$ cat config.mk
export PLATFORM = sky130hd
export DESIGN_NAME = sseg_scan_driver
export DESIGN_NICKNAME = d
export VERILOG_FILES = /design/src/rtl/sseg_pkg.sv /design/src/rtl/bin2bcd_seq.sv /design/src/rtl/sseg_scan_driver.sv
export SDC_FILE = /design/constraint.sdc
export NUM_CORES = 1
export LEC_CHECK = 0
export ABC_CLOCK_PERIOD_IN_PS = 2090
export BUFFER_PORTS_ARGS = -buffer_cell sky130_fd_sc_hd__buf_2
export CAP_MARGIN = 10
export CELL_PAD_IN_SITES_DETAIL_PLACEMENT = 1
export CELL_PAD_IN_SITES_GLOBAL_PLACEMENT = 2
export CORE_ASPECT_RATIO = 0.9
export CORE_MARGIN = 4
export CORE_UTILIZATION = 40
export CTS_CLUSTER_SIZE = 24
export DETAILED_ROUTE_END_ITERATION = 6
export PLACE_DENSITY_LB_ADDON = 0.1
export RECOVER_POWER = 50
export SLEW_MARGIN = 15
export SYNTH_ARGS = -nofsm -noshare
export SYNTH_HDL_FRONTEND = slang
export SYNTH_HIERARCHICAL = 1
export SYNTH_SLANG_ARGS = --single-unit
export TNS_END_PERCENT = 10
$ cat constraint.sdc
create_clock -name clk -period 2.09 [get_ports clk]
set_input_delay 0 -clock clk [delete_from_list [all_inputs] [get_ports clk]]
set_output_delay 0 -clock clk [all_outputs]
set_load 0.1 [all_outputs]
$ cat src/rtl/sseg_pkg.sv
// Shared constants, state type and helpers for the seven-segment scan driver.
package sseg_pkg;

    typedef enum logic {
        IDLE = 1'b0,
        CONV = 1'b1
    } conv_state_t;

    // Cathode patterns {CG..CA}, active-low, indexed by hex digit value.
    localparam logic [15:0][6:0] SEG_HEX = {
        7'h0E, 7'h06, 7'h21, 7'h46, 7'h03, 7'h08, 7'h10, 7'h00,
        7'h78, 7'h02, 7'h12, 7'h19, 7'h30, 7'h24, 7'h79, 7'h40
    };

    localparam logic [6:0] SEG_BLANK = 7'h7F;
    localparam logic [6:0] SEG_DASH  = 7'h3F;

    // Largest value that fits in the given number of decimal digits.
    function automatic logic [63:0] max_decimal(input int digits);
        logic [63:0] r;
        r = 64'd1;
        for (int i = 0; i < digits; i++) begin
            r = r * 64'd10;
        end
        return r - 64'd1;
    endfunction

endpackage

$ cat src/rtl/bin2bcd_seq.sv
// Sequential shift-add-3 binary to BCD converter, one input bit per cycle.
// done is high during the final conversion cycle and bcd then carries the
// finished result, so a consumer can capture it on the same edge busy falls.
module bin2bcd_seq
    import sseg_pkg::*;
#(
    parameter int VALUE_W = 14,
    parameter int DIGITS  = 4
) (
    input  logic                  clk,
    input  logic                  rst,
    input  logic                  start,
    input  logic [VALUE_W-1:0]    value,
    output logic                  busy,
    output logic                  done,
    output logic [4*DIGITS-1:0]   bcd,
    output logic                  ovf
);

    localparam int BW = 4 * DIGITS;
    localparam int CW = (VALUE_W > 1) ? $clog2(VALUE_W) : 1;
    localparam logic [63:0] MAX_DEC = max_decimal(DIGITS);

    conv_state_t       state;
    conv_state_t       state_next;
    logic [CW-1:0]     cnt;
    logic [VALUE_W-1:0] bin_q;
    logic [BW-1:0]     bcd_q;
    logic [BW-1:0]     bcd_adj;
    logic [BW-1:0]     bcd_step;
    logic              ovf_q;
    logic              last;

    assign last = (cnt == CW'(VALUE_W - 1));

    // State register for the conversion FSM.
    always_ff @(posedge clk or posedge rst) begin
        if (rst) state <= IDLE;
        else     state <= state_next;
    end

    // Next-state logic: a start launches a conversion lasting VALUE_W cycles.
    always_comb begin
        state_next = state;
        case (state)
            IDLE: if (start) state_next = CONV;
            CONV: if (last)  state_next = IDLE;
            default: state_next = IDLE;
        endcase
    end

    // One double-dabble step: add 3 to every digit >= 5, then shift in the next bit.
    always_comb begin
        bcd_adj = bcd_q;
        for (int i = 0; i < DIGITS; i++) begin
            if (bcd_q[4*i +: 4] >= 4'd5) bcd_adj[4*i +: 4] = bcd_q[4*i +: 4] + 4'd3;
        end
        bcd_step = {bcd_adj[BW-2:0], bin_q[VALUE_W-1]};
    end

    // Datapath: load the operand on start, then walk it through the BCD shifter.
    // A bit carried out of the top digit also means the value did not fit.
    always_ff @(posedge clk or posedge rst) begin
        if (rst) begin
            cnt   <= '0;
            bin_q <= '0;
            bcd_q <= '0;
            ovf_q <= 1'b0;
        end else if (state == IDLE && start) begin
            cnt   <= '0;
            bin_q <= value;
            bcd_q <= '0;
            ovf_q <= (64'(value) > MAX_DEC);
        end else if (state == CONV) begin
            cnt   <= cnt + 1'b1;
            bin_q <= bin_q << 1;
            bcd_q <= bcd_step;
            ovf_q <= ovf_q | bcd_adj[BW-1];
        end
    end

    assign busy = (state == CONV);
    assign done = (state == CONV) && last;
    assign bcd  = bcd_step;
    assign ovf  = ovf_q;

endmodule

$ cat src/rtl/sseg_scan_driver.sv
// Multiplexed seven-segment driver: captures a value, shows it as hex or
// decimal from a tear-free display register, and scans the anodes.
module sseg_scan_driver
    import sseg_pkg::*;
#(
    parameter int DIGITS   = 4,
    parameter int VALUE_W  = 14,
    parameter int TICK_DIV = 100000
) (
    input  logic                clk,
    input  logic                rst,
    input  logic [VALUE_W-1:0]  value,
    input  logic                load,
    input  logic                mode_dec,
    input  logic                blank_lz,
    input  logic [DIGITS-1:0]   dp,
    output logic                busy,
    output logic [DIGITS-1:0]   an,
    output logic [6:0]          seg,
    output logic                dp_n
);

    localparam int NW = 4 * DIGITS;
    localparam int PW = $clog2(TICK_DIV);
    localparam int SW = (DIGITS > 1) ? $clog2(DIGITS) : 1;

    logic [PW-1:0]           pre;
    logic                    tick;
    logic [SW-1:0]           scan;
    logic                    accept;
    logic                    conv_busy;
    logic                    conv_done;
    logic                    conv_ovf;
    logic [NW-1:0]           conv_bcd;
    logic [NW-1:0]           hex_digits;
    logic                    cap_blank;
    logic [DIGITS-1:0][3:0]  disp_digits;
    logic                    disp_dash;
    logic                    disp_blank;
    logic [DIGITS-1:0]       digit_dark;
    logic                    all_zero;
    logic [6:0]              seg_next;

    assign tick   = (pre == PW'(TICK_DIV - 1));
    assign accept = load && !conv_busy;
    assign busy   = conv_busy;

    // Hex mode takes the low nibbles of the value, zero-extended when narrow.
    generate
        if (VALUE_W >= NW) begin : g_hex_trunc
            assign hex_digits = value[NW-1:0];
        end else begin : g_hex_ext
            assign hex_digits = {{(NW - VALUE_W){1'b0}}, value};
        end
    endgenerate

    bin2bcd_seq #(
        .VALUE_W (VALUE_W),
        .DIGITS  (DIGITS)
    ) u_bin2bcd (
        .clk   (clk),
        .rst   (rst),
        .start (accept && mode_dec),
        .value (value),
        .busy  (conv_busy),
        .done  (conv_done),
        .bcd   (conv_bcd),
        .ovf   (conv_ovf)
    );

    // Prescaler: free-running 0..TICK_DIV-1, tick marks the wrap cycle.
    always_ff @(posedge clk or posedge rst) begin
        if (rst)       pre <= '0;
        else if (tick) pre <= '0;
        else           pre <= pre + 1'b1;
    end

    // Scan index steps through the digits once per tick.
    always_ff @(posedge clk or posedge rst) begin
        if (rst)       scan <= '0;
        else if (tick) scan <= (scan == SW'(DIGITS - 1)) ? '0 : scan + 1'b1;
    end

    // Hold the blanking choice of a decimal load until its conversion lands.
    always_ff @(posedge clk or posedge rst) begin
        if (rst)                      cap_blank <= 1'b0;
        else if (accept && mode_dec)  cap_blank <= blank_lz;
    end

    // Display register changes only when a complete new image is ready.
    always_ff @(posedge clk or posedge rst) begin
        if (rst) begin
            disp_digits <= '0;
            disp_dash   <= 1'b0;
            disp_blank  <= 1'b0;
        end else if (conv_done) begin
            disp_digits <= conv_bcd;
            disp_dash   <= conv_ovf;
            disp_blank  <= cap_blank;
        end else if (accept && !mode_dec) begin
            disp_digits <= hex_digits;
            disp_dash   <= 1'b0;
            disp_blank  <= blank_lz;
        end
    end

    // A digit goes dark when it and every digit above it are zero; digit 0 always shows.
    always_comb begin
        all_zero   = 1'b1;
        digit_dark = '0;
        for (int i = DIGITS - 1; i >= 1; i--) begin
            all_zero      = all_zero && (disp_digits[i] == 4'd0);
            digit_dark[i] = disp_blank && !disp_dash && all_zero;
        end
    end

    // Pick the cathode pattern for the digit currently being scanned.
    always_comb begin
        seg_next = SEG_HEX[disp_digits[scan]];
        if (disp_dash)             seg_next = SEG_DASH;
        else if (digit_dark[scan]) seg_next = SEG_BLANK;
    end

    // Registered pin drivers so anodes and cathodes switch together.
    always_ff @(posedge clk or posedge rst) begin
        if (rst) begin
            an   <= '1;
            seg  <= SEG_BLANK;
            dp_n <= 1'b1;
        end else begin
            an   <= ~(DIGITS'(1) << scan);
            seg  <= seg_next;
            dp_n <= ~dp[scan];
        end
    end

endmodule

# After elaboration in Yosys (flattened, before gate mapping)
# Memories as Yosys holds them, arrays and structs flattened.
# Index checks and enable logic that the tools add are counted.
word_totals:
  mem_count: 1
  reg_bits: 86
  wordCells: 91
  mem_bits_rw: 0
  latch_bits: 0
  output_inout_bits: 13
  mem_bits_ro: 112
  input_bits: 23
classes:
  addsub: 7
  bitwise_logic: 4
  n_lt_le_gt_ge: 7
  mux: 32
  n_reduce_logical: 19
  shift: 1
  eq_ne: 3
  n_div: 0
  n_mul: 0
memory_table:
  columns: ["name", "words", "width", "read_ports", "rd_clocked_by_memory_dff", "write_ports", "line_no", "text"]
  rows:
  - ["(name not given)", 16, 7, 1, 0, 0, "sseg_scan_driver.sv:119", "seg_next = SEG_HEX[disp_digits[scan]];"]
op_table:
  columns: ["operator", "n"]
  rows:
  - ["two-way mux 16 bit", 4]
  - ["two-way mux 14 bit", 2]
  - ["two-way mux 4 bit", 7]
  - ["two-way mux 7 bit", 3]
  - ["adder 17 x 1 -> 17 bit (second input constant)", 1]
  - ["equality test 17 bit (second input constant)", 1]
  - ["two-way mux 17 bit", 1]
  - ["adder 4 x 2 -> 4 bit (second input constant)", 4]
  - [">= comparator 4 x 3 -> 1 bit (second input constant)", 4]
  - ["greater-than comparator 14 bit (second input constant)", 1]
  - ["logical NOT 4 bit", 3]
  - ["logical AND 1 bit", 11]
  - ["two-way mux 1 bit", 10]
  - ["binary-select mux 4 bit (select 2 bit)", 1]
  - ["< comparator 4 x 5 -> 1 bit (second input constant)", 1]
  - ["adder 4 x 1 -> 4 bit (second input constant)", 1]
  - ["binary-select mux 1 bit (select 2 bit)", 2]
  - ["equality test 4 bit (second input constant)", 1]
  - ["NOT 4 bit", 1]
  - ["nonzero test 2 bit", 2]
  - ["left shift 1 x 2 -> 4 bit (first input constant)", 1]
  - ["logical NOT 1 bit", 3]
  - ["< comparator 2 x 3 -> 1 bit (second input constant)", 1]
  - ["adder 2 x 1 -> 2 bit (second input constant)", 1]
  - ["other kinds (5)", 6]

# Longest topological paths before layout
# Gate-level depths: netlist of run 1.
logic_depth:
  depth_word: 8
  mapped_depth: 8

# Modules after synthesis
# The synthesis of run 1 kept the hierarchy.
by_module_without_submodules:
  columns: ["mod", "cells_per_inst", "n_inst", "seq_area_each_um2", "area_per_inst_um2"]
  rows:
  - ["sseg_scan_driver", 246, 1, 1266.2, 2696.3]
  - ["bin2bcd_seq", 208, 1, 900.9, 2029.4]

# Worst setup path before layout of run 1
# OpenSTA, ideal clock, no wires.
synth_path:
  path_type: "flip-flop to flip-flop"
  start: "reg u_bin2bcd.state (netlist: u_bin2bcd/busy)"
  end: "reg disp_digits[0] in the netlist's numbering"
  path_slack_ns: -0.166
  required_ns: 1.955
  stages_incl_launch_ff: 7
  t_arrival_ns: 2.121
  path_buffers: 3
  setup_time_ns: 0.135
  path_cell_list: "dfrtp_1 buf_6 and4_1 buf_2 buf_2 mux2i_1 o21ai_0"
synth_lines:
  columns: ["item", "line_no", "text"]
  rows:
  - ["from (decl)", "bin2bcd_seq.sv:24", "conv_state_t state;"]
  - ["from (signal assigned)", "bin2bcd_seq.sv:39", "else state <= state_next;"]
  - ["logical AND 1 bit *", "bin2bcd_seq.sv:83", "assign done = (state == CONV) && last;"]
  - ["named net conv_done", "sseg_scan_driver.sv:32", "logic conv_done;"]
  - ["two-way mux 16 bit or nonzero test 2 bit (tied branches)", null, null]
  - ["to (signal assigned)", "sseg_scan_driver.sv:97", "disp_digits <= conv_bcd;"]
  - ["to (signal assigned)", "sseg_scan_driver.sv:101", "disp_digits <= hex_digits;"]
  - ["to (decl)", "sseg_scan_driver.sv:37", "logic [DIGITS-1:0][3:0] disp_digits;"]
# Mark *: on every way through the listed nets, which the timed path passes. The rest lies on a longest branch.
# A chain may end at the register's enable or synchronous reset.

# Final worst setup path of run 1
layout_path:
  start: "reg scan[1]"
  end: "reg seg[0]"
layout_via:
  elab_chain_len: 6
layout_rtl:
  columns: ["item", "line_no", "text"]
  rows:
  - ["from (decl)", "sseg_scan_driver.sv:29", "logic [SW-1:0] scan;"]
  - ["from (signal assigned)", "sseg_scan_driver.sv:81", "else if (tick) scan <= (scan == SW'(DIGITS - 1)) ? '0 : scan + 1'b1;"]
  - ["binary-select mux 4 bit (select 2 bit)", "sseg_scan_driver.sv:119", null]
  - ["two-way mux 4 bit (implied by the code)", "sseg_scan_driver.sv:119", null]
  - ["memory read (16 x 7 bit)", null, null]
  - ["two-way mux 7 bit (implied by the code)", "sseg_scan_driver.sv:119", null]
  - ["two-way mux 7 bit *", "sseg_scan_driver.sv:121", "else if (digit_dark[scan]) seg_next = SEG_BLANK;"]
  - ["two-way mux 7 bit *", "sseg_scan_driver.sv:120", "if (disp_dash) seg_next = SEG_DASH;"]
  - ["named net seg_next[0]", "sseg_scan_driver.sv:42", "logic [6:0] seg_next;"]
  - ["to (signal assigned)", "sseg_scan_driver.sv:132", "seg <= seg_next;"]
  - ["to (decl)", "sseg_scan_driver.sv:19", "output logic [6:0] seg,"]
# Mark *: on every way through the listed nets, which the timed path passes. The rest lies on a longest branch. The select of a mux whose other input is x is not followed.

==> out/results.tsv, run 1 <==
metric	value	unit
status	finished clean	
slew_violations	0	
synth_seq_area_share	45.9	%
syn-mean-instance-area	10.4	um^2
fin_skew	7.02	ps
wl_per_cell	15.8	um
maxCapViolCount	0	
cp.required	2330	ps
synth-seq-cells	86	
maxSlewHeadroom	33.6	%
cp-end-kind	flip-flop	
grtUsageTotal	16.8	%
worst-r2r-cell-count	6	
fp.dieArea	0.0136	mm^2
yosysTopAreaCellShare	39.2	%
worst_slew_pin_slew	997	ps
crit_arrival	2160	ps
synth_area	0.00473	mm^2
placed_area	0.00508	mm^2
clockBufferDepth	2	
drive_above_1_share	18.1	%
clk_latency	340	ps
min_period_over_period	91.8	%
leakagePower	2.46	nW
synth_top_area_cell	dfrtp_1	
fillCellCount	1290	
fin_util	48.0	%
vdd_drop_max	0.680	mV
cts_tree	yes	
grt_pass1_wl	18100	um
hold_path_class	in -> reg	
yosys-top-cells-area	dfrtp_1, mux2i_1, dfstp_2	
nets	549	
critPathMaxStageDelay	590	ps
cts_setup_buffers	0	
drtIter0Drc	163	
grt_pass1_vias	3576	
area_growth	16.7	%
ff_latch_area	0.00217	mm^2
grt.overflow.total	0	
start_util	41.2	%
syn_inst	454	
crit_slowest_cell	mux4_2	
grt_max_degree	50	
final_cells	665	
path_max_fanout	5	
async_reset_ff_share	100	%
die_y	111	um
hpwl	7600	um
yosysUniqueCellTypes	54	
multi_input_area	0.00233	mm^2
io_pins	36	
hold_buffers	15	
cts_resized	0	
cts_buffers	9	
antenna_found_initial	0	
clkTransAtPathRegs	60	ps
yosysWarnings	6	
worst_setup_path_start_kind	flip-flop	
max_freq	0.521	GHz
vias	3444	
cp_cell_sequence	mux4_2 > inv_1 > ha_1 > or3_1 > a21oi_1 > o311ai_1	
antenna_cells	0	
core	0.0115	mm^2
setup_viol	0	
place_congestion	0.818	
wirelength	10500	um
fin_area	0.00552	mm^2
grt_setup_unrepaired	false	
cts_sinks	86	
rows	37	
hold_viol	0	
synth_edf_count	0	
io_buffers	35	
tns	0	ps
ys.flop_type	dfrtp_1	
ant_nets	0	
dp.cells	635	
timing_worst_setup_path_type	reg -> reg	
clockRootBuffer	clkbuf_16	
layout_common_cells	dfrtp_1, nand2_1, mux2i_1, buf_2, inv_1	
syn_nets	498	
dieWidth	123	um
route.detailed.drc	0	
cts_max_level	3	
fin_crit	1920	ps
final_common_cell	dfrtp_1	
cellPowerDensity	1320	mW/mm^2
hold_depth	3	
viasPerCell	5.18	
drt_pass1_iterations	4	
-- routing by layer --
layer  global-route usage [%]  vias to the layer above  wire length (um)
met3                     5.10                       10               370
met1                     22.5                     1696              5110
met2                     26.6                       42              4880
li1                         -                     1696                 -
met4                     3.96                        0               114
met5                        0                        -                 0
-- critical path, delay by kind of cell (launching register included) --
family | cells | cell delay, ps
AND/OR/NAND/NOR | 1 | 120
AO/OA/AOI/OAI | 2 | 340
buffers and inverters | 1 | 160
flip-flops | 1 | 410
multiplexers | 1 | 590
adder cells (fa/ha/maj) | 1 | 210
-- state kept, by name, summed over array words and instances (netlist names) --
register	flops
pre	17
u_bin2bcd/bin_q	14
cap_blank	1
disp_blank	1
u_bin2bcd/cnt	4
u_bin2bcd/ovf	1
disp_digits	16
u_bin2bcd/busy	1
u_bin2bcd/bcd_q	16
seg	7
dp_n	1
disp_dash	1
an	4
scan	2
-- final timing paths --
check / slack [ps] / to / from
worst min register to register: 480 / pre[0]$_DFF_PP0_ / pre[0]$_DFF_PP0_
max in group asynchronous: 500 / disp_digits[0]$_DFFE_PP0P_ / rst
worst max register to register: 170 / seg[0]$_DFF_PP1_ / scan[1]$_DFFE_PP0N_
worst min-delay path: 10 / u_bin2bcd/bin_q[3]$_DFFE_PP0P_ / value[3]
worst max-delay path: 170 / seg[0]$_DFF_PP1_ / scan[1]$_DFFE_PP0N_
min in group asynchronous: 270 / cap_blank$_DFFE_PP0P_ / rst
-- per-stage QoR --
step,total power [mW],setup slack (ps),hold slack (ps)
3_3_place_gp,5.65,227,-2.52
6_report,7.31,171,12.1
5_1_grt,7.91,10.6,32.1
3_5_place_dp,5.74,172,1.27
4_1_cts,7.42,164,4.38
2_1_floorplan,5.14,121,152
-- cell usage after synthesis, types with 4 or more instances --
master and number:
mux2i_1 39, o21ai_0 19, nand3_1 10, nor3b_1 9
xnor2_1 10, mux2_2 4, inv_1 24, and4_1 4
buf_6 5, a21o_1 16, clkbuf_1 7, ha_1 21
dfrtp_1 74, nand2b_1 7, xor2_1 12, dfstp_2 12
o21ai_1 23, mux4_2 5, nand4_1 7, a21oi_1 6
a21oi_2 4, nor2_1 21, nand2_1 55, nor3_1 9
buf_2 8
-- kinds of logic (layout without fill, tap and decap cells) --
logic type,count (synthesis),count (layout),synth area share [%]
AOI/OAI and AO/OA,85,85,11.5
xor gates and xnor gates,22,22,4.08
adders and majority gates,21,21,5.56
buffers and inverters,46,101,4.82
DFF,86,86,45.9
muxes,49,49,12.2
and+or+nand+nor,145,145,16.0
-- power breakdown --
part | total, mW | switching [mW] | internal (mW)
Sequential | 2.71 | 0.483 | 2.23
Combinational | 2.98 | 1.82 | 1.16
Clock | 1.61 | 0.634 | 0.978
Total | 7.31 | 2.94 | 4.37
-- area by class of cell --
class,count,area share (%)
Tap cell,156,3.54
Inverter,24,1.63
Clock inverter,4,0.839
Clock buffer,11,4.58
Multi-Input combinational cell,322,42.3
Sequential cell,86,39.3
Timing Repair Buffer,62,7.78
No activity file was read; power rests on OpenSTA's default activity.
==> run 2, diff against run 1 <==
Settings changed: GPL_TIMING_DRIVEN set to 0, RECOVER_POWER 50 to not set.
==> run 2 against run 1 <==
  * Register-to-register slack worse by 90 ps
  * Clock-buffer cell count down 1
  * Critical path depth increased by 1
  * First-iteration DRC count decreased by 2.5%
  * Clock skew increased by 2.1 ps
  * Clock power increased by 12%
  * Global-route usage increased by 1.5 points
  * Die area did not move
  * Utilization up 1.4 points
  * Total power is 4.8% higher
  * Sequential power is essentially flat
  * Final cell count up 2.7%
==> out/results.tsv, run 2 (synthesized netlist as in run 1, its figures left out) <==
metric	value	unit	change
largest-register	pre		unchanged
drive_above_1_share	22.2	%	was 18.1%
cp_cell_sequence	buf_8 > mux4_2 > inv_2 > ha_2 > or3_1 > a21oi_1 > o311ai_1		was mux4_2 > inv_1 > ha_1 > or3_1 > a21oi_1 > o311ai_1
io_pins	36		unchanged
largest_register_ffs	17		unchanged
fin_crit	2010	ps	was 1920 ps
grt_pass1_vias	3790		was 3576
wl_per_cell	16.5	um	was 15.8 um
status	finished clean		unchanged
vias	3491		was 3444
cts_max_level	3		unchanged
place_congestion	0.780		was 0.818
top_regs	pre: 17 flops, disp_digits: 16 flops, u_bin2bcd/bcd_q: 16 flops		unchanged
dp.cells	647		was 635
fin_ws	81.9	ps	was 171 ps
setup_viol	0		unchanged
nets	566		was 549
final_common_cell	dfrtp_1		unchanged
crit_slowest_cell	dfrtp_2		was mux4_2
antenna_cells	0		unchanged
start_util	41.2	%	unchanged
grtUsageTotal	18.3	%	was 16.8%
hold_path_class	in -> reg		unchanged
cts_tree	yes		unchanged
viasPerCell	5.11		was 5.18
slew_violations	0		unchanged
ant_nets	0		unchanged
drtIter0Drc	159		was 163
cts_sinks	86		unchanged
min_period_over_period	96.1	%	was 91.8%
cp.required	2330	ps	about the same
grt_pass1_wl	19700	um	was 18100 um
cellPowerDensity	1350	mW/mm^2	was 1320 mW/mm^2
cts_buffers	9		unchanged
final_cells	683		was 665
clockBufferDepth	2		unchanged
crit_arrival	2250	ps	was 2160 ps
worst_setup_path_start_kind	flip-flop		unchanged
io_buffers	35		unchanged
maxSlewHeadroom	61.7	%	was 33.6%
drt_pass1_iterations	4		unchanged
route.detailed.drc	0		unchanged
core	0.0115	mm^2	unchanged
path_max_fanout	10		was 5
leakagePower	2.55	nW	was 2.46 nW
wirelength	11300	um	was 10500 um
fin_util	49.5	%	was 48.0%
clockRootBuffer	clkbuf_16		unchanged
hold_viol	0		unchanged
critPathMaxStageDelay	440	ps	was 590 ps
cp-end-kind	flip-flop		unchanged
fp.dieArea	0.0136	mm^2	unchanged
dieWidth	123	um	unchanged
maxCapViolCount	0		unchanged
max_freq	0.498	GHz	was 0.521 GHz
hpwl	8360	um	was 7600 um
antenna_found_initial	0		unchanged
die_y	111	um	unchanged
vdd_drop_max	0.597	mV	was 0.680 mV
grt.overflow.total	0		unchanged
timing_worst_setup_path_type	reg -> reg		unchanged
rows	37		unchanged
grt_max_degree	29		was 50
clk_latency	350	ps	was 340 ps
worst_slew_pin_slew	571	ps	was 997 ps
layout_common_cells	dfrtp_1, nand2_1, buf_2, mux2i_1, o21ai_1		was dfrtp_1, nand2_1, mux2i_1, buf_2, inv_1
fin_skew	9.16	ps	was 7.02 ps
area_growth	20.2	%	was 16.7%
preCtsSetupSlack	-107	ps	was 172 ps
clkTransAtPathRegs	70	ps	was 60 ps
## run 2: what timing repair did
item                                   CTS  global route
setup endpoints to repair               19            20
endpoints found under the hold margin   62             0
hold buffers                            15             0
pin swaps                                0             2
buffers inserted                         3             2
gates resized for setup                  5             8
## run 2: worst paths after layout
path                                               from                               to  slack (ps)  cells past startpoint
min reg2reg                u_bin2bcd/cnt[3]$_DFFE_PP0P_     u_bin2bcd/cnt[3]$_DFFE_PP0P_         470                      1
min in group asynchronous                           rst  u_bin2bcd/bcd_q[15]$_DFFE_PP0P_         140                      3
max reg2reg                         scan[1]$_DFFE_PP0N_                 seg[0]$_DFF_PP1_          80                      7
max in group asynchronous                           rst                 seg[1]$_DFF_PP1_        1260                      4
min                                            value[8]       disp_digits[8]$_DFFE_PP0P_          10                      3
max                                 scan[1]$_DFFE_PP0N_                 seg[0]$_DFF_PP1_          80                      7
## run 2: critical path: cells and delay by family (launching register included)
kind / cells / cell delay, ps
and+or+nand+nor: 1 / 360
buffers and inverters: 2 / 220
muxes: 1 / 400
adders and majority gates: 1 / 200
DFF: 1 / 440
AOI/OAI and AO/OA: 2 / 270
## run 2: area by class of cell
class / count / area [um^2]
plain buffers: 22 / 150
clock buffers: 10 / 239
clock inverters: 6 / 93.8
fillers: 1292 / 5800
inverters: 24 / 90.1
multi-input cells: 322 / 2340
flip-flops and latches: 86 / 2170
well taps: 156 / 195
repair buffers: 57 / 403
## run 2: per-stage QoR
step	instance area (um^2)	hold slack [ps]	total power [mW]	TNS, ps
final	5680	11.5	7.66	0
after detailed placement	5140	-25.9	5.85	-624
after global routing	5680	28.1	8.29	-5.23
after CTS	5650	5.65	7.75	-1.35
after global placement	5100	253	5.74	-158
after floorplan	4730	152	5.14	0
## run 2: routing by layer
metal / up-vias / track usage (%) / routed length [um]
met4: 0 / 4.03 / 119
met3: 7 / 4.44 / 352
met5: - / 0 / 0
met2: 43 / 29.3 / 5310
met1: 1721 / 25.0 / 5510
li1: 1720 / - / -
## run 2: report_power, final
group          switching, mW  internal (mW)  total (mW)
Sequential             0.469           2.23        2.70
Combinational           1.91           1.25        3.16
Clock                  0.705           1.09        1.80
Total                   3.09           4.57        7.66
==> run 3, diff against run 2 <==
Settings changed: CORE_UTILIZATION 40 to 38, SYNTH_HIERARCHICAL 1 to not set.
==> run 3 against run 2 <==
  * Largest power group unchanged
  * Synthesized area fell by 4.4%
  * Clock-buffer cell count rose by 5
  * Sequential share of layout area rose by 1.4 points
  * Sequential cell count did not move
  * Via count rose by 7.4%
  * Cell area fell by 3.6%
  * First-iteration DRC count rose by 50%
  * Sequential power rose by 4%
  * Worst hold slack improved by 130 ps
  * Clock power fell by 8%
  * Non-clock buffer count fell by 1
  * Die area rose by 0.60%
==> out/results.tsv, run 3 <==
metric	value	unit	change
status	finished clean		unchanged
hpwl	8910	um	was 8360 um
largest-register	pre		unchanged
grt.overflow.total	0		unchanged
synth_edf_count	0		unchanged
path_max_fanout	5		was 10
worst_setup_path_start_kind	flip-flop		unchanged
yosysWarnings	0		was 6
final_common_cell	nand2_1		was dfrtp_1
switching_share	43.3	%	was 40.3%
syn_inst	474		was 454
pwr-share-comb	44.2	%	was 41.3%
clockBufferDepth	2		unchanged
leakagePower	2.45	nW	was 2.55 nW
fin_skew	7.86	ps	was 9.16 ps
antenna_cells	0		unchanged
clkTransAtPathRegs	60	ps	was 70 ps
viasPerCell	5.32		was 5.11
vias	3749		was 3491
vdd_drop_max	0.949	mV	was 0.597 mV
die_y	111	um	about the same
min_from	mode_dec		was value[8]
use_met3	3.66	%	was 4.44%
start_util	39.2	%	was 41.2%
clkPwrFrac	20.6	%	was 23.5%
yosysUniqueCellTypes	48		was 54
crit_start	scan[0]$_DFFE_PP0N_		was scan[1]$_DFFE_PP0N_
min_period_over_period	98.3	%	was 96.1%
crit_slowest_cell	mux4_2		was dfrtp_2
hold_depth	5		was 3
ant_nets	0		unchanged
met1_usage	29.3	%	was 25.0%
wl_per_cell	17.7	um	was 16.5 um
route.detailed.drc	0		unchanged
cpLargestDelayFamily	simple AND/OR/NAND/NOR gates		was flip-flops
synth_seq_area_share	48.0	%	was 45.9%
fin_ws	34.8	ps	was 81.9 ps
cp.required	2340	ps	was 2330 ps
area_growth	21.1	%	was 20.2%
fp.dieArea	0.0137	mm^2	was 0.0136 mm^2
drive_above_1_share	16.9	%	was 22.2%
tns	0	ps	unchanged
ys.flop_type	dfrtp_1		unchanged
cts_buffers	9		unchanged
antenna_found_initial	0		unchanged
largest_register_ffs	17		unchanged
hold_path_class	in -> reg		unchanged
grt_pass1_vias	3875		was 3790
gr-max-usage-layer	met1		was met2
yosysTopAreaCellShare	41.0	%	was 39.2%
io_pins	36		unchanged
rows	37		unchanged
whs_endpoint	disp_digits[3]$_DFFE_PP0P_		was disp_digits[8]$_DFFE_PP0P_
cts_tree	yes		unchanged
drtIter0Drc	238		was 159
drt_pass1_iterations	4		unchanged
slew_violations	0		unchanged
grtUsageTotal	19.6	%	was 18.3%
critPathBufInv	2		unchanged
setup_viol	0		unchanged
p_sw	3.46	mW	was 3.09 mW
hold_viol	0		unchanged
final_cells	705		was 683
wirelength	12400	um	was 11300 um
io_buffers	35		unchanged
top_regs	pre: 17 flops, disp_digits: 16 flops, u_bin2bcd.bcd_q: 16 flops		was pre: 17 flops, disp_digits: 16 flops, u_bin2bcd/bcd_q: 16 flops
fin_crit	2060	ps	was 2010 ps
timing_worst_setup_path_type	reg -> reg		unchanged
worst_slew_pin_slew	669	ps	was 571 ps
worst-r2r-cell-count	8		was 7
clockRootBuffer	clkbuf_16		unchanged
cts_max_level	3		unchanged
critPathMaxStageDelay	410	ps	was 440 ps
reg2reg_to	seg[0]$_DFF_PP1_		unchanged
cp-end-kind	flip-flop		unchanged
synth_top_area_cell	dfrtp_1		unchanged
yosys.cell_count.top_type	nand2_1		was dfrtp_1
clk_latency	350	ps	about the same
dieWidth	123	um	about the same
synth-seq-cells	86		unchanged
layout_common_cells	nand2_1, dfrtp_1, buf_2, nor2_1, a21oi_1		was dfrtp_1, nand2_1, buf_2, mux2i_1, o21ai_1
async_reset_ff_share	100	%	unchanged
preCtsSetupSlack	-130	ps	was -107 ps
synth_common_cells	nand2_1, dfrtp_1, nor2_1		was dfrtp_1, nand2_1, mux2i_1
r2r_start	scan[0]$_DFFE_PP0N_		was scan[1]$_DFFE_PP0N_
nets	588		was 566
maxCapViolCount	0		unchanged
met2_usage	29.1	%	was 29.3%
finalPower	7.99	mW	was 7.66 mW
maxSlewHeadroom	55.1	%	was 61.7%
cellPowerDensity	1460	mW/mm^2	was 1350 mW/mm^2
r2r_slack	30	ps	was 80 ps
place_congestion	0.770		was 0.780
core	0.0115	mm^2	about the same
p_seq_share	35.2	%	about the same
syn_nets	518		was 498
max_freq	0.487	GHz	was 0.498 GHz
grt_pass1_wl	21000	um	was 19700 um
crit_arrival	2310	ps	was 2250 ps
dp.cells	667		was 647
internal-power	4.53	mW	was 4.57 mW
yosys-top-cells-area	dfrtp_1, nand2_1, dfstp_2		was dfrtp_1, mux2i_1, dfstp_2
cp_cell_sequence	buf_6 > mux4_2 > inv_4 > ha_4 > nor4b_1 > nor3_1 > a22oi_1 > o21ai_1		was buf_8 > mux4_2 > inv_2 > ha_2 > or3_1 > a21oi_1 > o311ai_1
synth_area	0.00452	mm^2	was 0.00473 mm^2
grt_max_degree	34		was 29
cts_sinks	86		unchanged
syn-mean-instance-area	9.53	um^2	was 10.4 um^2
-- run 3: cell count changes in the layout (fill, tap and decap cells not counted), moves of 14 or more --
| cell | delta |
|---|---|
| o21ai_1 | -22 |
| mux2i_1 | -31 |
| nand2_1 | +49 |
| a21o_1 | -14 |
| a22oi_1 | +14 |
| a21oi_1 | +14 |
-- run 3: worst max path at each step --
stage | slack, ps | depth (start not counted) | to
6_report | 30 | 8 | seg[0]$_DFF_PP1_
2_1_floorplan | -70 | 8 | u_bin2bcd.bin_q[1]$_DFFE_PP0P_
5_1_grt | -40 | 8 | seg[0]$_DFF_PP1_
4_1_cts | 40 | 7 | seg[5]$_DFF_PP1_
3_3_place_gp | -170 | 8 | seg[0]$_DFF_PP1_
3_5_place_dp | -130 | 8 | seg[0]$_DFF_PP1_
-- run 3: area by class of cell --
cell class	instances	area [um^2]
tap	156	195
timing repair buffer	59	425
buffer	19	97.6
clock buffer	15	268
multi-input combinational	347	2200
sequential	86	2170
inverter	22	91.3
fill	1332	6050
clock inverter	1	30.0
-- run 3: kinds of logic (layout without fill, tap and decap cells) --
family,count (synthesis),in the layout,synth area share (%)
buffers and inverters,41,116,3.85
muxes,16,16,4.76
and+or+nand+nor,197,197,20.5
xor gates and xnor gates,24,24,4.65
adders and majority gates,21,21,5.82
AOI/OAI and AO/OA,89,89,12.5
DFF,86,86,48.0
-- run 3: repair_timing --
item                       in CTS  in global routing
gates resized for setup         5                  6
cloned                          0                  0
pin swaps                       0                  1
hold endpoints to repair       47                  0
setup endpoints to repair       3                  4
hold buffers                   18                  0
buffers inserted                2                  2
-- run 3: routing by layer --
metal,vias to the layer above,wire (um)
met2,39,5740
met4,0,166
met5,-,0
met1,1911,6220
li1,1788,-
met3,11,323
-- run 3: power groups by stage --
stage,Combinational (mW),Sequential (mW),Clock [mW]
after floorplan,2.06,3.25,0
after global placement,3.32,2.80,0
after detailed placement,3.41,2.82,0
after CTS,3.51,2.81,1.70
after global routing,3.93,2.91,1.75
final,3.53,2.81,1.65
-- run 3: through the flow --
stage	hold WS, ps	instance area, um^2	util [%]
2_1_floorplan	105	4520	-
3_3_place_gp	212	4890	42.4
3_5_place_dp	83.6	4930	42.8
4_1_cts	124	5440	47.2
5_1_grt	172	5470	47.5
6_report	141	5470	47.5
-- run 3: worst reg2reg max path, delay by kind of cell, from the launching register on --
family,cells,cell delay (ps)
buf+inv,2,210
fa+ha+maj,1,180
simple gates,2,410
compound gates,2,360
mux,1,410
flops,1,400
